`config.mk`:
```
export PLATFORM = sky130hd
export DESIGN_NAME = uart_rx_engine
export DESIGN_NICKNAME = d
export VERILOG_FILES = /design/src/rtl/uart_rx_engine.sv
export SDC_FILE = /design/constraint.sdc
export NUM_CORES = 1
export LEC_CHECK = 0
export ABC_AREA = 1
export BUFFER_PORTS_ARGS = -buffer_cell sky130_fd_sc_hd__buf_2
export CAP_MARGIN = 20
export CORE_UTILIZATION = 32
export CTS_BUF_LIST = sky130_fd_sc_hd__clkbuf_8
export CTS_CLUSTER_SIZE = 25
export DETAILED_ROUTE_END_ITERATION = 10
export MAX_ROUTING_LAYER = met4
export SLEW_MARGIN = 40
export SYNTH_ARGS = -nofsm -noshare
export SYNTH_HDL_FRONTEND = slang
export SYNTH_SLANG_ARGS = --single-unit
```
`constraint.sdc`:
```
create_clock -name clk -period 3.3 [get_ports clk]
set_input_delay 0.66 -clock clk [delete_from_list [all_inputs] [get_ports clk]]
set_output_delay 0.66 -clock clk [all_outputs]
set_load 0.01 [all_outputs]
```
`src/rtl/uart_rx_engine.sv`:
```
// UART receive engine: synchronises the rx pin, times bits from a runtime count k,
// and deserialises 7/8 data bits plus optional parity and one stop bit.
module uart_rx_engine (
  input  logic        clk,
  input  logic        rst,
  input  logic        rx,
  input  logic [18:0] k,
  input  logic        eight,
  input  logic        p_en,
  input  logic        ohel,
  input  logic        read,
  output logic        rx_rdy,
  output logic        parity_err,
  output logic        frame_err,
  output logic        overflow,
  output logic [7:0]  data_to_TB,
  output logic [1:0]  dbg_state
);

  typedef enum logic [1:0] {
    S_IDLE  = 2'd0,
    S_START = 2'd1,
    S_DATA  = 2'd2
  } state_t;

  state_t      state_q, state_d;
  logic        rx_meta_q, rx_sync_q;
  logic [18:0] cnt_q, cnt_d;
  logic [3:0]  bit_cnt_q, bit_cnt_d;
  logic [9:0]  shift_q, shift_d;
  logic        rx_rdy_q, rx_rdy_d;
  logic        parity_err_q, parity_err_d;
  logic        frame_err_q, frame_err_d;
  logic        overflow_q, overflow_d;
  logic [7:0]  data_q, data_d;

  logic [18:0] target;
  logic        btu;
  logic        done;
  logic [3:0]  nbits;
  logic [9:0]  frame_bits;
  logic [7:0]  rx_data;

  always_ff @(posedge clk or negedge rst) begin
    if (!rst) begin
      rx_meta_q    <= 1'b1;
      rx_sync_q    <= 1'b1;
      state_q      <= S_IDLE;
      cnt_q        <= '0;
      bit_cnt_q    <= '0;
      shift_q      <= '1;
      rx_rdy_q     <= 1'b0;
      parity_err_q <= 1'b0;
      frame_err_q  <= 1'b0;
      overflow_q   <= 1'b0;
      data_q       <= '0;
    end else begin
      rx_meta_q    <= rx;
      rx_sync_q    <= rx_meta_q;
      state_q      <= state_d;
      cnt_q        <= cnt_d;
      bit_cnt_q    <= bit_cnt_d;
      shift_q      <= shift_d;
      rx_rdy_q     <= rx_rdy_d;
      parity_err_q <= parity_err_d;
      frame_err_q  <= frame_err_d;
      overflow_q   <= overflow_d;
      data_q       <= data_d;
    end
  end

  // Bits taken after the start bit: data (7/8) + optional parity + stop.
  assign nbits  = 4'd8 + {3'b000, eight} + {3'b000, p_en};
  // START waits half a bit so every later sample lands mid-bit.
  assign target = (state_q == S_START) ? {1'b0, k[18:1]} : k;
  assign btu    = (state_q != S_IDLE) && (cnt_q == target);

  always_comb begin
    state_d   = state_q;
    cnt_d     = cnt_q;
    bit_cnt_d = bit_cnt_q;
    shift_d   = shift_q;
    done      = 1'b0;
    case (state_q)
      S_IDLE: begin
        cnt_d = '0;
        if (!rx_sync_q) begin
          state_d   = S_START;
          bit_cnt_d = '0;
        end
      end
      S_START: begin
        cnt_d = btu ? 19'd0 : cnt_q + 19'd1;
        if (btu) state_d = rx_sync_q ? S_IDLE : S_DATA;
      end
      S_DATA: begin
        cnt_d = btu ? 19'd0 : cnt_q + 19'd1;
        if (btu) begin
          shift_d   = {rx_sync_q, shift_q[9:1]};
          bit_cnt_d = bit_cnt_q + 4'd1;
          if (bit_cnt_d == nbits) begin
            done    = 1'b1;
            state_d = S_IDLE;
          end
        end
      end
      default: state_d = S_IDLE;
    endcase
  end

  // The stop bit is always the newest bit (shift_d[9]); parity, if present, sits just below it.
  assign frame_bits = shift_d >> (4'd10 - nbits);
  assign rx_data    = {eight & frame_bits[7], frame_bits[6:0]};

  // Host handshake: rx_rdy is the valid flag and read is the level-sensitive
  // acknowledge; a frame completing in the same cycle as read wins.
  always_comb begin
    rx_rdy_d     = rx_rdy_q;
    parity_err_d = parity_err_q;
    frame_err_d  = frame_err_q;
    overflow_d   = overflow_q;
    data_d       = data_q;
    if (done) begin
      data_d       = rx_data;
      parity_err_d = p_en & (shift_d[8] != (^rx_data ^ ohel));
      frame_err_d  = ~shift_d[9];
      overflow_d   = rx_rdy_q;
      rx_rdy_d     = 1'b1;
    end else if (read) begin
      rx_rdy_d     = 1'b0;
      parity_err_d = 1'b0;
      frame_err_d  = 1'b0;
      overflow_d   = 1'b0;
    end
  end

  assign rx_rdy     = rx_rdy_q;
  assign parity_err = parity_err_q;
  assign frame_err  = frame_err_q;
  assign overflow   = overflow_q;
  assign data_to_TB = data_q;
  assign dbg_state  = state_q;

endmodule

```
---- Word level (Yosys, flattened, before mapping) ----
Index checks and enable logic that the tools add are counted.
Widths: inputs -> output; s select.
operators by class
  add/subtract/negate cells ............... 5
  multiply operators ...................... 0
  divide/modulo/power cells ............... 0
  order comparisons ....................... 0
  equal/unequal tests ..................... 9
  shift-type cells ........................ 1
  muxes and demuxes ....................... 22
  bitwise gates (word level) .............. 4
  reduce and logical (&&, ||, !) cells .... 10
operators by type and width
  cell                   number
  $mux 19                2
  $pmux 19 s2            1
  $mux 10                2
  $add 19x1->19 const B  1
  $eq 19x19->1           1
  $mux 2                 5
  $shr 10x4->8           1
  $mux 1                 8
  $mux 4                 2
  $ne 2x2->1 const B     4
  $pmux 4 s2             1
  $reduce_bool 2->1      4
  $reduce_xor 8->1       1
  $pmux 2 s3             1
  $add 4x1->4            1
  $add 4x1->4 const A    1
  $add 4x1->4 const B    1
  $eq 4x4->1             1
  $reduce_and 4->1       1
  $sub 4x4->4 const A    1
  $reduce_and 3->1       1
  $and 1x1->1            2
  $eq 2x1->1 const B     1
  $eq 2x2->1 const B     1
  6 further kinds        6
storage, ports and cells
  register bits after elaboration ......... 49
  bits in latches ......................... 0
  memory bits (writable) .................. 0
  bits in read-only memories .............. 0
  word-level logic and storage cells ...... 62
  memories ................................ 0

---- Logic depth before layout (Yosys ltp) ----
Gate-level depths: netlist of run 1.
  depth after elaboration ................. 13
  depth in mapped cells ................... 28
  gate-level depth less buffers ........... 27

---- Worst setup path after synthesis of run 1 ----
No wires, ideal clock.
  path type ............................... reg2reg
  from .................................... register state_q[1] (netlist: dbg_state[1])
  to ...................................... register parity_err_q (netlist: parity_err)
  data arrival time ....................... 2613 ps
  path slack .............................. 570 ps
  cell stages (with the launch flop) ...... 26
  buffers on the path ..................... 3
  cell sequence ........................... dfrtp_1 inv_1 ha_1 buf_6 inv_8 buf_8 nand2_1 nand3_1 nand2_1 nor2_1 nand2_1 nor2_2 nand4_2 buf_6 nand2_1 nand3_1 nand3_1 nand3_2 nand2_1 inv_1 nor2_1 nand2_1 nand3_1 nand3_1 nand3_1 nand2_1
between the ends
  longest elaborated chain between the ends .. 13
  elaborated cells on any way between the ends .. 18
ends and longest elaborated chain
  element                 line  text
  from (decl)             26    state_t state_q, state_d;
  from (signal assigned)  60    state_q <= state_d;
  $eq 2x1->1              75    assign target = (state_q == S_START) ? {1'b0, k[18:1]} : k;
  $mux 19                 75
  $eq 19x19->1            76    assign btu = (state_q != S_IDLE) && (cnt_q == target);
  $logic_and 1x1->1       76
  $mux 10                 98    if (btu) begin
  $mux 10                 84    case (state_q)
  $shr 10x4->8            112   assign frame_bits = shift_d >> (4'd10 - nbits);
  $and 1x1->1             113   assign rx_data = {eight & frame_bits[7], frame_bits[6:0]};
  $reduce_xor 8->1        125   parity_err_d = p_en & (shift_d[8] != (^rx_data ^ ohel));
  $xor 1x1->1             125
  $ne 1x1->1              125
  $and 1x1->1             125
  $mux 1                  123   if (done) begin
  to (signal assigned)    65    parity_err_q <= parity_err_d;
  to (decl)               32    logic parity_err_q, parity_err_d;
Parallel ways exist; a longest one is shown, timed or not.
A chain may end at the register's enable or synchronous reset.

---- Worst setup path in the final report of run 1 ----
Ends and elaborated chain as after synthesis.

==> impl_table.tex, run 1 <==
\begin{tabular}{lr}
\hline
Metric & Value \\
\hline
\multicolumn{2}{l}{\textbf{Outcome}} \\
\quad Result of the run & finished clean \\
\multicolumn{2}{l}{\textbf{Clocking}} \\
\quad Bufs on Longest Clock Path & 2 \\
\quad TritonCTS clock tree & yes \\
\quad Clock-pin slew of the registers on the worst-case setup and hold paths & 0.09 ns \\
\quad Sink Count & 49 \\
\quad Root Buffer Master & sky130\_fd\_sc\_hd\_\_clkbuf\_8 \\
\quad H-tree depth & 2 \\
\quad Clock latency on the worst-skew pair & 0.30 ns \\
\quad Clock buffers created by TritonCTS & 5 \\
\multicolumn{2}{l}{\textbf{Place}} \\
\quad Buffers on Ports & 39 \\
\quad Dpl hpwl & 7230 microns \\
\quad Global placer's final weighted congestion & 0.877 \\
\quad Placed insts & 749 \\
\quad Cell area after placement & 4120 sq um \\
\multicolumn{2}{l}{\textbf{Logic synthesis}} \\
\quad Number of distinct library cell variants in the gate-level netlist after synthesis & 40 \\
\quad Post-synth net total & 610 \\
\quad Yosys reg bits & 49 \\
\quad Synthesis warning total & 0 \\
\quad EDFF count, synth & 0 \\
\quad Area of the mapped netlist & 3780 sq um \\
\quad Proportion of synthesized flip-flops having asynchronous set or reset & 1.00 \\
\quad Top FF cell, synth & sky130\_fd\_sc\_hd\_\_dfrtp\_1 \\
\quad Syn\_area\_per\_cell & 6.58 sq um \\
\quad Syn Inst Count & 575 \\
\quad Register area share after synthesis & 0.328 \\
\multicolumn{2}{l}{\textbf{STA}} \\
\quad Max Transition Viols Final & 0 \\
\quad Final hold violation count & 0 \\
\quad Crit path time final & 3.03 ns \\
\quad Clock Skew & 0.00820 ns \\
\quad Setup TNS & 0 ns \\
\quad Setup Viol. Count Final & 0 \\
\quad Period utilization & 0.918 \\
\quad Normalized max-slew margin & 0.590 \\
\quad Fmax & 330 MHz \\
\quad Transition time of the tightest slew-check pin & 0.616 ns \\
\multicolumn{2}{l}{\textbf{Worst setup path}} \\
\quad Worst flop-to-flop path startpoint & dbg\_state[1]\$\_DFFE\_PN0P\_ \\
\quad R2r worst-path depth & 24 \\
\quad Worst setup path startpoint & dbg\_state[1]\$\_DFFE\_PN0P\_ \\
\quad Crit Path Category & flip-flop to flip-flop \\
\quad Crit path DAT & 3.22 ns \\
\quad Register-to-register setup slack & 0.27 ns \\
\quad Worst EP required & 3.50 ns \\
\quad End point of the critical path & parity\_err\$\_DFFE\_PN0P\_ \\
\quad Critical Path Sink Type & flip-flop \\
\quad Startpoint type of the worst setup path & flip-flop \\
\quad Worst flop-to-flop path endpoint & parity\_err\$\_DFFE\_PN0P\_ \\
\quad Largest fanout on the critical path & 6 \\
\multicolumn{2}{l}{\textbf{Layout}} \\
\quad Antenna Diode Count & 0 \\
\quad Most frequent standard cell in the layout excluding fill and tap cells & sky130\_fd\_sc\_hd\_\_nand2\_1 \\
\quad Commonest cells after routing, fill and taps aside & 190 x sky130\_fd\_sc\_hd\_\_nand2\_1, 78 x sky130\_fd\_sc\_hd\_\_inv\_1, 76 x sky130\_fd\_sc\_hd\_\_nand3\_1 \\
\quad Count of non-filler cells in the finished layout & 778 \\
\quad Fraction of layout instances using a drive strength above 1 & 0.203 \\
\quad Summed area of non-filler cells in the final layout & 4510 sq um \\
\quad Nets & 669 \\
\quad Area Overhead vs Synth & 19.1\% \\
\quad Filler cell count & 1,161 \\
\multicolumn{2}{l}{\textbf{Detailed routing}} \\
\quad Number of iterations in the first detailed-routing pass & 5 \\
\quad Antenna viol nets, final & 0 \\
\quad Detailed-route via count & 3,816 \\
\quad Detail-routed via count per cell & 4.90 \\
\quad Wire length after detailed routing & 9730 microns \\
\quad Mean routed wirelength per cell & 12.5 microns \\
\quad Number of violations reported at the end of detailed-routing iteration 0 & 226 \\
\quad DRC violations left & 0 \\
\multicolumn{2}{l}{\textbf{Global routing}} \\
\quad Vias in the first global route & 3,454 \\
\quad Number of antenna violations at the first check in global routing & 0 \\
\quad Largest net degree at the start of global routing & 29 \\
\quad Global-route wire length before repair & 15,800 microns \\
\quad Sum of overflow across all layers after global routing & 0 \\
\quad GRT Total Usage & 0.157 \\
\multicolumn{2}{l}{\textbf{Floorplanning}} \\
\quad Die area & 12,300 sq um \\
\quad Num rows & 39 \\
\quad Die X & 111 microns \\
\quad Die Span Y & 111 microns \\
\quad Starting density of the core & 0.330 \\
\quad Num ports & 40 \\
\quad Core area & 11,500 sq um \\
\multicolumn{2}{l}{\textbf{Pwr}} \\
\quad Reported leakage power & 0.00238 uW \\
\quad Cell Pwr Density & 537 nW/um\^{}2 \\
\quad Peak VDD IR & 259 uV \\
\quad Total Power Consumption & 2420 uW \\
\multicolumn{2}{l}{\textbf{Run}} \\
\quad Number of max-cap violations & 0 \\
\multicolumn{2}{l}{\textbf{Worst hold path}} \\
\quad Kind of path behind the tightest hold check & input port to async pin \\
\hline
\end{tabular}
sequential cells by signal, indices dropped and copies added (netlist names):
signal	count
dbg_state	2
rx_sync_q	1
rx_rdy	1
bit_cnt_q	4
cnt_q	19
frame_err	1
rx_meta_q	1
parity_err	1
data_to_TB	8
overflow	1
shift_q	10
layer usage:
metal,share of wire,global-route usage,vias up
met5,0,-,-
met4,0.0059,0.0311,0
met3,0.038,0.0175,4
met2,0.47,0.255,84
met1,0.49,0.214,1773
li1,-,-,1955
report_power, final:
part	switching [uW]	total (uW)	internal [uW]
sequential	47.3	690	643
clock	199	344	144
combinational	842	1390	546
layout make-up:
cell class | count | area, sq um | area share
Sequential cell | 49 | 1240 | 0.276
Timing Repair Buffer | 67 | 457 | 0.101
Multi-Input combinational cell | 428 | 2220 | 0.493
Clock inverter | 3 | 13.8 | 0.00305
Inverter | 83 | 324 | 0.0719
Clock buffer | 5 | 68.8 | 0.0153
Tap cell | 143 | 179 | 0.0397
synthesized netlist by cell type, types with 8 or more instances:
master	number	area share
sky130_fd_sc_hd__clkbuf_1	8	0.0079
sky130_fd_sc_hd__dfrtp_1	37	0.24
sky130_fd_sc_hd__dfstp_2	12	0.083
sky130_fd_sc_hd__ha_1	9	0.030
sky130_fd_sc_hd__inv_1	78	0.077
sky130_fd_sc_hd__nand2_1	195	0.19
sky130_fd_sc_hd__nand3_1	81	0.11
sky130_fd_sc_hd__nand3_2	11	0.029
sky130_fd_sc_hd__nor2_1	37	0.037
sky130_fd_sc_hd__o21ai_0	22	0.029
sky130_fd_sc_hd__xor2_1	9	0.021
how the worst min path moves through the flow:
stage | cells past startpoint | slack [ns] | to | startpoint
3_5_place_dp | 0 | 0.35 | rx_sync_q$_DFF_PN1_ | rx_meta_q$_DFF_PN1_
3_3_place_gp | 0 | 0.35 | rx_sync_q$_DFF_PN1_ | rx_meta_q$_DFF_PN1_
2_1_floorplan | 0 | 0.35 | rx_sync_q$_DFF_PN1_ | rx_meta_q$_DFF_PN1_
4_1_cts | 0 | 0.36 | rx_sync_q$_DFF_PN1_ | rx_meta_q$_DFF_PN1_
5_1_grt | 0 | 0.37 | rx_sync_q$_DFF_PN1_ | rx_meta_q$_DFF_PN1_
6_report | 1 | 0.36 | data_to_TB[4]$_DFFE_PN0P_ | rst
critical path, stage by stage (launching register included):
cell	delay, ns
sky130_fd_sc_hd__dfrtp_1	0.41
sky130_fd_sc_hd__inv_2	0.10
sky130_fd_sc_hd__ha_4	0.19
sky130_fd_sc_hd__buf_12	0.15
sky130_fd_sc_hd__buf_4	0.11
sky130_fd_sc_hd__nand2_1	0.04
sky130_fd_sc_hd__nand3_1	0.10
sky130_fd_sc_hd__nand2_1	0.07
sky130_fd_sc_hd__nor2_2	0.11
sky130_fd_sc_hd__nand3_2	0.09
sky130_fd_sc_hd__nor2_4	0.19
sky130_fd_sc_hd__buf_6	0.13
sky130_fd_sc_hd__nand4_4	0.16
sky130_fd_sc_hd__nand2_2	0.12
sky130_fd_sc_hd__nand3_1	0.10
sky130_fd_sc_hd__nand3_1	0.12
sky130_fd_sc_hd__nand3_2	0.14
sky130_fd_sc_hd__inv_2	0.12
sky130_fd_sc_hd__nand2_1	0.05
sky130_fd_sc_hd__nand2_1	0.06
sky130_fd_sc_hd__nand2_1	0.05
sky130_fd_sc_hd__nand3_1	0.11
sky130_fd_sc_hd__nand3_1	0.08
sky130_fd_sc_hd__nand3_1	0.08
sky130_fd_sc_hd__nand2_1	0.05
cells by family (layout without fill, tap and decap cells):
group | Yosys count | count (layout) | share of synthesized area
xor+xnor | 11 | 11 | 0.0255
fa+ha+maj | 9 | 9 | 0.0298
buf+inv | 99 | 158 | 0.113
simple gates | 360 | 361 | 0.432
compound gates | 47 | 47 | 0.0717
flops | 49 | 49 | 0.328
repair_timing:
action	4_1_cts	5_1_grt
setup endpoints to repair	1	1
hold buffers	0	0
pin swaps	0	10
setup buffers	0	18
gates cloned	0	3
resized for setup	1	24
stage by stage:
| step | hold slack [ns] | util | worst slack, ns |
|---|---|---|---|
| floorplan | 0.345 | - | 0.570 |
| global placement | 0.346 | 0.360 | 0.139 |
| detailed placement | 0.351 | 0.360 | 0.0128 |
| CTS | 0.364 | 0.368 | 0.118 |
| global route | 0.370 | 0.393 | -0.0337 |
| finish | 0.358 | 0.393 | 0.272 |
(Power assumes the default switching activity.)
==> run 2: changes to the inputs <==
Settings changed: ABC_AREA 1 to not set.
==> run 2 against run 1 <==
  * The flow now finishes with violations (negative setup slack)
  * Fmax decreased by 15%
  * Core utilization rose by 3.0 points
  * Combinational power shrank 29%
  * Global-route usage rose by 0.37 points
  * Critical path depth decreased by 9
  * Sequential cell count unchanged
  * Clock-buffer cell count is the same
  * Die area fell by 9.8%
  * Sequential share of layout area up 0.88 points
  * Critical path type unchanged
  * Critical endpoint unchanged
  * Largest power group unchanged
==> impl_table.tex, run 2 <==
\begin{tabular}{lr}
\hline
Metric & Value \\
\hline
\multicolumn{2}{l}{\textbf{Run}} \\
\quad Number of max-cap violations & 0 (unchanged) \\
\multicolumn{2}{l}{\textbf{Logic synthesis}} \\
\quad Register area share after synthesis & 0.364 (+0.0365) \\
\quad Syn Inst Count & 369 (-36\%) \\
\quad Area share of fa/ha/maj cells after synthesis & 0.0331 (+0.00331) \\
\quad Synth Area in Compound Gates & 0.170 (+0.0984) \\
\quad Proportion of synthesized flip-flops having asynchronous set or reset & 1.00 (unchanged) \\
\quad Cell type with the highest aggregate area in the netlist & sky130\_fd\_sc\_hd\_\_dfrtp\_1 \\
\quad Syn\_area\_per\_cell & 9.23 sq um (+40\%) \\
\quad Number of distinct library cell variants in the gate-level netlist after synthesis & 64 (+60\%) \\
\quad Top cells by area in the synthesized netlist & sky130\_fd\_sc\_hd\_\_dfrtp\_1 27\%, sky130\_fd\_sc\_hd\_\_dfstp\_2 9.3\%, sky130\_fd\_sc\_hd\_\_xor2\_1 6.7\% \\
\quad Dominant combinational cell family by area after synthesis & simple AND/OR/NAND/NOR gates \\
\quad Commonest cells in the netlist & 38 x sky130\_fd\_sc\_hd\_\_nand2\_1, 37 x sky130\_fd\_sc\_hd\_\_dfrtp\_1, 37 x sky130\_fd\_sc\_hd\_\_nor2\_1, 32 x sky130\_fd\_sc\_hd\_\_o21ai\_0, 26 x sky130\_fd\_sc\_hd\_\_xor2\_1 \\
\quad EDFF count, synth & 0 (unchanged) \\
\quad Share of cell area taken by muxes after synthesis & 0.0805 (+0.0805) \\
\quad Yosys reg bits & 49 (unchanged) \\
\quad Synthesis warning total & 0 (unchanged) \\
\quad Top FF cell, synth & sky130\_fd\_sc\_hd\_\_dfrtp\_1 \\
\quad Post-Synth Simple-Gate Area & 0.209 (-0.224) \\
\quad Post-synth net total & 404 (-34\%) \\
\quad Area of the mapped netlist & 3410 sq um (-10\%) \\
\quad Post-synthesis xor/xnor area fraction & 0.0977 (+0.0723) \\
\quad Cell with the most instances after synthesis & sky130\_fd\_sc\_hd\_\_nand2\_1 \\
\quad Top-area cell type share of the netlist area & 0.272 (+0.0272) \\
\multicolumn{2}{l}{\textbf{Pwr}} \\
\quad Reported leakage power & 0.00203 uW (-15\%) \\
\quad Total Power Consumption & 2100 uW (-13\%) \\
\quad Cell Pwr Density & 481 nW/um\^{}2 (-10\%) \\
\quad Int Power & 1340 uW (+0.29\%) \\
\quad Peak VDD IR & 300 uV (+16\%) \\
\quad Share of power burned in combinational logic & 0.472 (-0.101) \\
\quad Net Switching & 763 uW (-30\%) \\
\quad Seq pwr share & 0.315 (+0.030) \\
\quad Switch share & 0.363 (-0.0860) \\
\quad Clock network power share & 0.213 (+0.071) \\
\multicolumn{2}{l}{\textbf{Global routing}} \\
\quad Largest net degree at the start of global routing & 50 (+72\%) \\
\quad Sum of overflow across all layers after global routing & 0 (unchanged) \\
\quad Number of antenna violations at the first check in global routing & 0 (unchanged) \\
\quad Global-route wire length before repair & 14,300 microns (-9.4\%) \\
\quad Vias in the first global route & 3,080 (-11\%) \\
\quad GRT Total Usage & 0.161 (+0.00371) \\
\multicolumn{2}{l}{\textbf{Clocking}} \\
\quad Sink Count & 49 (unchanged) \\
\quad Bufs on Longest Clock Path & 2 (unchanged) \\
\quad H-tree depth & 2 (unchanged) \\
\quad Clock-pin slew of the registers on the worst-case setup and hold paths & 0.10 ns (about the same) \\
\quad Root Buffer Master & sky130\_fd\_sc\_hd\_\_clkbuf\_8 \\
\quad Clock latency on the worst-skew pair & 0.31 ns (about the same) \\
\quad Clock buffers created by TritonCTS & 5 (unchanged) \\
\quad Hold bufs inserted after CTS & 0 (unchanged) \\
\quad TritonCTS clock tree & yes \\
\multicolumn{2}{l}{\textbf{Floorplanning}} \\
\quad Num ports & 40 (unchanged) \\
\quad Num rows & 37 (-5.1\%) \\
\quad Starting density of the core & 0.330 (about the same) \\
\quad Die X & 105 microns (-5.0\%) \\
\quad Core area & 10,300 sq um (-10\%) \\
\quad Die Span Y & 105 microns (-5.0\%) \\
\quad Die area & 11,100 sq um (-9.8\%) \\
\multicolumn{2}{l}{\textbf{STA}} \\
\quad Max Transition Viols Final & 0 (unchanged) \\
\quad Final Worst Setup Slack & -0.274 ns (-0.546 ns) \\
\quad Setup repair after global routing missed its margin & yes \\
\quad Period utilization & 1.08 (+0.166) \\
\quad Normalized max-slew margin & 0.562 (-0.0277) \\
\quad Crit path time final & 3.57 ns (+0.546 ns) \\
\quad Worst hold slack after final layout & 0.362 ns (+0.00400 ns) \\
\quad Fmax & 280 MHz (-15\%) \\
\quad Clock Skew & 0.0157 ns (+0.00750 ns) \\
\quad Final hold violation count & 0 (unchanged) \\
\quad Setup Viol. Count Final & 1 (+1) \\
\quad Transition time of the tightest slew-check pin & 0.657 ns (+0.0416 ns) \\
\multicolumn{2}{l}{\textbf{Detailed routing}} \\
\quad Mean routed wirelength per cell & 14.3 microns (+14\%) \\
\quad Wire length after detailed routing & 8490 microns (-13\%) \\
\quad Antenna viol nets, final & 0 (unchanged) \\
\quad Detailed-route via count & 3,068 (-20\%) \\
\quad Number of violations reported at the end of detailed-routing iteration 0 & 96 (-58\%) \\
\quad Detail-routed via count per cell & 5.16 (+5.3\%) \\
\quad Number of iterations in the first detailed-routing pass & 5 (unchanged) \\
\quad DRC violations left & 0 (unchanged) \\
\multicolumn{2}{l}{\textbf{Layout}} \\
\quad Fraction of layout instances using a drive strength above 1 & 0.336 (+0.133) \\
\quad Commonest cells after routing, fill and taps aside & 50 x sky130\_fd\_sc\_hd\_\_buf\_4, 39 x sky130\_fd\_sc\_hd\_\_buf\_2, 38 x sky130\_fd\_sc\_hd\_\_nand2\_1 \\
\quad Antenna Diode Count & 0 (unchanged) \\
\quad Final core utilization & 0.423 (+0.0300) \\
\quad Filler cell count & 996 (-14\%) \\
\quad Multi-input gate area & 2110 sq um (-4.9\%) \\
\quad Area Overhead vs Synth & 28.3\% \\
\quad Combined flip-flop and latch cell area & 1240 sq um (unchanged) \\
\quad Most frequent standard cell in the layout excluding fill and tap cells & sky130\_fd\_sc\_hd\_\_buf\_4 \\
\quad Number of flip-flops under the largest register name & 19 (unchanged) \\
\quad Register with the most flip-flops & cnt\_q \\
\quad Nets & 492 (-26\%) \\
\multicolumn{2}{l}{\textbf{Worst setup path}} \\
\quad Largest fanout on the critical path & 8 (+2) \\
\quad Worst path slowest cell & sky130\_fd\_sc\_hd\_\_or4\_4 \\
\quad Crit path DAT & 3.81 ns (+0.59 ns) \\
\quad Chain of cells forming the critical path & inv\_2 > ha\_4 > buf\_12 > mux2i\_1 > xor2\_1 > nand4\_1 > or4\_4 > nor2\_8 > mux2\_4 > or3\_1 > o211ai\_2 > mux2i\_1 > a22oi\_1 > xnor2\_1 > o31ai\_2 \\
\quad Cell family with most CP delay & simple AND/OR/NAND/NOR gates \\
\quad Worst EP required & 3.53 ns (+0.03 ns) \\
\quad Delay of the slowest cell on the worst path & 0.58 ns (+0.17 ns) \\
\quad Crit Path Category & flip-flop to flip-flop \\
\quad Most common cell on crit path & sky130\_fd\_sc\_hd\_\_mux2i\_1 \\
\quad Critical Path Sink Type & flip-flop \\
\quad Startpoint type of the worst setup path & flip-flop \\
\quad Number of buffers and inverters on the critical path & 2 (-3) \\
\multicolumn{2}{l}{\textbf{Outcome}} \\
\quad Result of the run & finished with violations \\
\quad Violations in the final reports & negative setup slack \\
\multicolumn{2}{l}{\textbf{Place}} \\
\quad Buffers on Ports & 39 (unchanged) \\
\quad Dpl hpwl & 6300 microns (-13\%) \\
\quad Global placer's final weighted congestion & 0.858 (-2.2\%) \\
\multicolumn{2}{l}{\textbf{Worst hold path}} \\
\quad Kind of path behind the tightest hold check & flip-flop to flip-flop \\
\hline
\end{tabular}
-- run 2: cell count changes after synthesis, moves of 8 or more --
cell / delta
sky130_fd_sc_hd__o21ai_0: +10
sky130_fd_sc_hd__nand2_1: -157
sky130_fd_sc_hd__nand3_1: -66
sky130_fd_sc_hd__inv_1: -68
sky130_fd_sc_hd__xor2_1: +17
sky130_fd_sc_hd__nand3_2: -11
sky130_fd_sc_hd__nand2b_1: +8
sky130_fd_sc_hd__xnor2_1: +10
sky130_fd_sc_hd__mux2i_1: +18
-- run 2: power by group through the flow --
stage               registers [uW]  logic (uW)  clock network, uW
floorplan                      674         628                  0
global placement               668         845                  0
detailed placement             671         867                  0
CTS                            663         951                461
global route                   667        1080                486
finish                         662         992                447
-- run 2: worst paths after layout --
check / to / cells after the start / slack, ns / start
setup / recovery: parity_err$_DFFE_PN0P_ / 15 / -0.27 / dbg_state[1]$_DFFE_PN0P_
hold reg to reg: rx_sync_q$_DFF_PN1_ / 0 / 0.36 / rx_meta_q$_DFF_PN1_
min in group asynchronous: dbg_state[0]$_DFFE_PN0P_ / 2 / 0.46 / rst
setup reg to reg: parity_err$_DFFE_PN0P_ / 15 / -0.27 / dbg_state[1]$_DFFE_PN0P_
hold / removal: rx_sync_q$_DFF_PN1_ / 0 / 0.36 / rx_meta_q$_DFF_PN1_
max in group asynchronous: dbg_state[1]$_DFFE_PN0P_ / 2 / 2.39 / rst
-- run 2: layout make-up --
type | count | area share
Inverter | 12 | 0.0103
Multi-Input combinational cell | 293 | 0.484
Clock inverter | 3 | 0.0100
Tap cell | 136 | 0.0390
Clock buffer | 5 | 0.0158
Sequential cell | 49 | 0.284
Timing Repair Buffer | 96 | 0.156
-- run 2: metrics by stage --
stage               setup TNS [ns]  setup slack, ns  std cells  area, sq um
finish                      -0.274           -0.274        594         4370
global placement            -0.286           -0.286        579         4060
detailed placement          -0.382           -0.382        579         4060
floorplan                   -0.324           -0.324        369         3410
global route                -0.625           -0.455        594         4370
CTS                         -0.294           -0.294        590         4250
-- run 2: what timing repair did --
| item | 4_1_cts | 5_1_grt |
|---|---|---|
| pin swaps | 7 | 11 |
| setup endpoints to repair | 3 | 12 |
| gates resized for setup | 7 | 23 |
| cloned | 1 | 0 |
| setup buffers | 2 | 4 |
-- run 2: kinds of logic (layout without fill, tap and decap cells) --
logic type / after synthesis / in the layout
flops: 49 / 49
simple gates: 137 / 137
mux: 26 / 26
xor+xnor: 38 / 38
compound gates: 83 / 83
fa+ha+maj: 9 / 9
buf+inv: 27 / 116
-- run 2: per-layer routing --
metal,share of wire,global-route usage,vias to the layer above
li1,-,-,1493
met2,0.50,0.280,79
met1,0.44,0.196,1482
met3,0.042,0.0225,14
met5,0,-,-
met4,0.014,0.0423,0
